<file path="src/rtl/jump_ras_ctrl.sv">
// Registered J/JAL/JR/JALR decode with a circular return-address stack.
// Outputs reflect the instruction presented in the previous un-stalled cycle.
module jump_ras_ctrl #(
    parameter int unsigned WIDTH    = 32,
    parameter int unsigned DEPTH    = 8,
    parameter logic [2:0]  PCOP_JR  = 3'b100,
    parameter logic [2:0]  PCOP_J   = 3'b011,
    parameter logic [2:0]  PCOP_SEQ = 3'b000
) (
    input  logic                     clk,
    input  logic                     rst_n,
    input  logic                     valid_in,
    input  logic                     stall,
    input  logic                     flush,
    input  logic [5:0]               opcode,
    input  logic [3:0]               alu_op,
    input  logic [5:0]               func,
    input  logic [4:0]               rs_addr,
    input  logic [WIDTH-1:0]         read_data1,
    input  logic [WIDTH-1:0]         pc_plus4,
    input  logic [25:0]              jindex,
    output logic [2:0]               pc_op,
    output logic [WIDTH-1:0]         jump_target,
    output logic                     target_valid,
    output logic [WIDTH-1:0]         ras_pred,
    output logic                     ras_hit,
    output logic                     ras_miss,
    output logic [$clog2(DEPTH):0]   ras_count,
    output logic                     ras_overflow
);

    localparam int unsigned AW = $clog2(DEPTH);
    localparam int unsigned CW = AW + 1;

    logic [WIDTH-1:0] stack [DEPTH];
    logic [AW-1:0]    tp_q, tp_n, waddr;
    logic [CW-1:0]    cnt_n;
    logic             we;
    logic             is_jr, is_jalr, is_j, is_jal;
    logic             do_push, do_pop;
    logic             hit_n, miss_n, ovf_n;
    logic [2:0]       pc_op_n;
    logic [WIDTH-1:0] target_n, pred_n;
    logic             tv_n;

    always_comb begin
        is_jr   = valid_in && (alu_op == 4'b0010) && (func == 6'b001000);
        is_jalr = valid_in && (alu_op == 4'b0010) && (func == 6'b001001);
        is_j    = valid_in && (opcode == 6'b000010);
        is_jal  = valid_in && (opcode == 6'b000011);
        do_push = is_jal || is_jalr;
        do_pop  = (is_jr || is_jalr) && (rs_addr == 5'd31);
    end

    always_comb begin
        pc_op_n  = PCOP_SEQ;
        target_n = '0;
        tv_n     = 1'b0;
        if (is_jr || is_jalr) begin
            pc_op_n  = PCOP_JR;
            target_n = read_data1;
            tv_n     = 1'b1;
        end else if (is_j || is_jal) begin
            pc_op_n  = PCOP_J;
            target_n = {pc_plus4[WIDTH-1:28], jindex, 2'b00};
            tv_n     = 1'b1;
        end
    end

    // JALR $ra on a non-empty stack overwrites the popped slot in place,
    // so the pop and push cancel out in tp/cnt.
    always_comb begin
        tp_n   = tp_q;
        cnt_n  = ras_count;
        we     = 1'b0;
        waddr  = tp_q + AW'(1);
        hit_n  = 1'b0;
        miss_n = 1'b0;
        ovf_n  = ras_overflow;
        if (do_pop) begin
            if (ras_count == '0) begin
                miss_n = 1'b1;
            end else begin
                if (stack[tp_q] == read_data1) hit_n = 1'b1;
                else                           miss_n = 1'b1;
                if (!do_push) begin
                    tp_n  = tp_q - AW'(1);
                    cnt_n = ras_count - CW'(1);
                end
            end
        end
        if (do_push) begin
            we = 1'b1;
            if (do_pop && ras_count != '0) begin
                waddr = tp_q;
            end else begin
                waddr = tp_q + AW'(1);
                tp_n  = tp_q + AW'(1);
                if (ras_count == CW'(DEPTH)) ovf_n = 1'b1;
                else                         cnt_n = ras_count + CW'(1);
            end
        end
        if (cnt_n == '0)                 pred_n = '0;
        else if (we && (waddr == tp_n))  pred_n = pc_plus4;
        else                             pred_n = stack[tp_n];
    end

    always_ff @(posedge clk or negedge rst_n) begin
        if (!rst_n) begin
            for (int unsigned i = 0; i < DEPTH; i++) stack[i] <= '0;
        end else if (!flush && !stall && we) begin
            stack[waddr] <= pc_plus4;
        end
    end

    always_ff @(posedge clk or negedge rst_n) begin
        if (!rst_n) begin
            tp_q         <= '0;
            ras_count    <= '0;
            ras_overflow <= 1'b0;
            pc_op        <= '0;
            jump_target  <= '0;
            target_valid <= 1'b0;
            ras_pred     <= '0;
            ras_hit      <= 1'b0;
            ras_miss     <= 1'b0;
        end else if (flush) begin
            tp_q         <= '0;
            ras_count    <= '0;
            ras_overflow <= 1'b0;
            pc_op        <= '0;
            jump_target  <= '0;
            target_valid <= 1'b0;
            ras_pred     <= '0;
            ras_hit      <= 1'b0;
            ras_miss     <= 1'b0;
        end else if (stall) begin
            ras_hit      <= 1'b0;
            ras_miss     <= 1'b0;
        end else begin
            tp_q         <= tp_n;
            ras_count    <= cnt_n;
            ras_overflow <= ovf_n;
            pc_op        <= pc_op_n;
            jump_target  <= target_n;
            target_valid <= tv_n;
            ras_pred     <= pred_n;
            ras_hit      <= hit_n;
            ras_miss     <= miss_n;
        end
    end

endmodule

</file>
<file path="config.mk">
export PLATFORM = sky130hd
export DESIGN_NAME = jump_ras_ctrl
export DESIGN_NICKNAME = d
export VERILOG_FILES = /design/src/rtl/jump_ras_ctrl.sv
export SDC_FILE = /design/constraint.sdc
export NUM_CORES = 1
export LEC_CHECK = 0
export BUFFER_PORTS_ARGS = -buffer_cell sky130_fd_sc_hd__clkbuf_2
export CAP_MARGIN = 30
export CORE_MARGIN = 5
export CORE_UTILIZATION = 35
export DETAILED_ROUTE_END_ITERATION = 7
export PLACE_DENSITY = 0.63
export SETUP_SLACK_MARGIN = 0.2
export SKIP_CTS_REPAIR_TIMING = 1
export SLEW_MARGIN = 0
export SYNTH_ARGS = -nofsm -noshare
export SYNTH_HDL_FRONTEND = slang
export SYNTH_SLANG_ARGS = --single-unit
</file>
<file path="constraint.sdc">
create_clock -name clk -period 4.98 [get_ports clk]
set_clock_uncertainty 0.15 [all_clocks]
set_input_delay 0.996 -clock clk [delete_from_list [all_inputs] [get_ports clk]]
set_output_delay 0.996 -clock clk [all_outputs]
set_load 0.01 [all_outputs]
</file>
==> flow_summary.toml <==
[clock_tree]
cts-htree-levels = 2
clk_latency_ps = 540
root_buffer = "clkbuf_16"
cts-buffers-inserted = 35
tritoncts = "yes"
clockBufferDepth = 3
clkTransAtPathRegs_ps = 60
clock_sinks = 333

[floorplanning]
start_util_pct = 35.3
die_x_um = 238
core_um2 = 51400
row_count = 83
die_y_um = 238
num_io_pins = 191
die_area_um2 = 56600

[synth]
syn_area_per_cell_um2 = 11.2
ys_warn_count = 0
ys_seq_area_share_pct = 45.9
synth.distinct_cells = 62
synthCells = 1617
synthFlopType = "dfrtp_1"
synthesis.area_um2 = 18200
ys_ff_latch = 333
syn-num-nets = 1737
async_flop_share_pct = 100
synth_edf_count = 0

[critical_path]
cp.required_ps = 5220
r2r_cells = 13
r2r-end = "ras_pred[14]"
start_kind = "flip-flop"
r2r_start = "ras_count[0]"
critical_path.endpoint_type = "flip-flop"
ff2ff_setup_slack_ps = 920
crit_fanout = 20
cp.arrival_ps = 4300
path_class = "reg -> reg"

[timing]
tns_ps = 0
finalSetupViolCount = 0
post-route-min-period_ps = 4060
post-route-period-util_pct = 81.5
final-max-slew-violation-count = 0
fin_ws_ps = 923
max_freq_ghz = 0.246
worstMarginPinSlew_ps = 1040
relSlewSlack_pct = 30.0
rsz0062_at_grt = "no"
hold_viol = 0

[power_and_ir_drop]
p_sw_share_pct = 23.7
combPwrFrac_pct = 5.0
power_mw = 5.60
p_seq_share_pct = 48.8
powerDensity_nw_per_um2 = 266
p_int_mw = 4.27
switchingPower_mw = 1.32
peakVddDrop_v = 0.000195
power.leakage_nw = 9.97
clkPwrFrac_pct = 46.1

[global_route]
grt_first_pass_wirelength_um = 89300
globalRouteTotalUtil_pct = 20.1
antenna_found_initial = 7
gr-total-overflow = 0
grt_max_degree = 104
grt_pass1_vias = 14500

[cells_and_area]
nFillCells = 4844
drive_gt1_share_pct = 33.9
nets = 1874
area.growth.synth_to_final_pct = 15.9

[run]
drv_cap = 0

[placed_design]
dp_slack_ps = 643
port_buffers = 190
gp_congestion = 0.847
hpwlAfterDp_um = 37000

[route]
antenna_left = 0
drtIter0Drc = 1301
vias = 14300
via_per_inst = 5.80
wire_per_inst_um = 23.7
drt-total-wl_um = 58500
drc = 0
firstDrtPassIters = 6

[min_path]
hold_path.class = "reg -> reg"
min-delay-start = "pc_op[2]"
holdPathStages = 1
min_to = "pc_op[2]"

[outcome]
status = "completed"
routing by layer:
layer	GRT usage [%]	routed length [um]	vias to the layer above
li1	-	-	6223
met1	26.7	24200	7296
met2	32.0	27200	629
met3	5.19	5190	134
met4	7.15	1840	10
met5	0	53	-
cell type report:
cell class              count  area, um^2  area share [%]
diodes                      2        5.00          0.0238
clock buffers              54        1020            4.83
clock inverters            10        86.3           0.410
inverters                  40         150           0.713
multi-input cells        1110        9200            43.7
flip-flops and latches    333        8340            39.6
well taps                 680         851            4.04
repair buffers            234        1420            6.72
flip-flops by register name (all words and copies together) (netlist names), 2 cells and up:
name and flops:
stack 256, jump_target 32, ras_pred 32, ras_count 4, tp_q 3, pc_op 2
worst max-delay path, stage by stage, from the launching register on:
cell and delay, ps:
dfrtp_1 510, inv_1 80, ha_1 260, nor3b_4 200, and4b_4 380, a22oi_2 80, buf_4 180, mux2_2 300
o21ai_4 460, nand2b_2 230, buf_4 330, a21oi_1 80, a2111oi_0 520, a21oi_1 130
logic make-up after synthesis:
| kind of cell | Yosys count | share of synthesized area (%) |
|---|---|---|
| flops | 333 | 45.9 |
| buf+inv | 174 | 4.19 |
| simple gates | 382 | 9.71 |
| compound gates | 333 | 12.5 |
| xor+xnor | 37 | 1.82 |
| fa+ha+maj | 4 | 0.275 |
| mux | 354 | 25.7 |
cell usage after synthesis, types with 29 or more instances:
| cell | count | area [um^2] |
|---|---|---|
| a2bb2oi_1 | 34 | 298 |
| a222oi_1 | 30 | 300 |
| nor2_1 | 86 | 323 |
| a2111oi_0 | 31 | 272 |
| dfrtp_1 | 333 | 8330 |
| a21oi_1 | 165 | 826 |
| mux2i_1 | 33 | 330 |
| clkbuf_1 | 62 | 233 |
| nand2_1 | 179 | 672 |
| buf_2 | 50 | 250 |
| mux2_1 | 40 | 450 |
| mux2_2 | 217 | 2440 |
| inv_1 | 39 | 146 |
| mux4_2 | 64 | 1440 |
| o221ai_1 | 29 | 254 |
| and2_1 | 61 | 382 |
worst max-delay path by stage:
stage	startpoint	end	slack, ps	cells after the start
after floorplan	tp_q[0]	ras_pred[10]	1540	14
after global placement	alu_op[0]	ras_pred[15]	810	11
after detailed placement	alu_op[0]	ras_pred[14]	640	12
after CTS	ras_count[0]	ras_pred[14]	960	13
after global routing	ras_count[0]	ras_pred[19]	660	13
final	ras_count[0]	ras_pred[14]	920	13
per-stage QoR:
stage	std cells	hold slack [ps]	cell area, um^2	util [%]
floorplan	1617	317	18200	-
CTS	2461	336	21100	41.0
detailed placement	2397	322	20000	38.8
finish	2463	334	21100	41.0
global placement	2397	325	20000	38.8
global route	2462	355	21100	41.0
power by group through the flow:
stage | Clock, mW | Combinational (mW) | Sequential (mW)
final | 2.58 | 0.281 | 2.73
after global routing | 2.72 | 0.308 | 2.74
after CTS | 2.62 | 0.284 | 2.73
after detailed placement | 0 | 0.283 | 2.78
after global placement | 0 | 0.277 | 2.78
after floorplan | 0 | 0.0933 | 2.78
cell usage in the layout (no fill, tap or decap), types with 10 or more instances in the layout:
cell type  count
a2111oi_0     31
a21oi_1      165
a222oi_1      30
a2bb2oi_1     34
and2_1        60
buf_12        10
buf_4         34
clkbuf_1      12
clkbuf_16     35
clkbuf_2     189
dfrtp_1      331
inv_1         39
mux2_1        40
mux2_2       217
mux2i_1       33
mux4_2        64
nand2_1      179
nor2_1        76
o21ai_0       13
o221ai_1      29
xnor2_1       13
xor2_1        20
(Power assumes the default switching activity.)
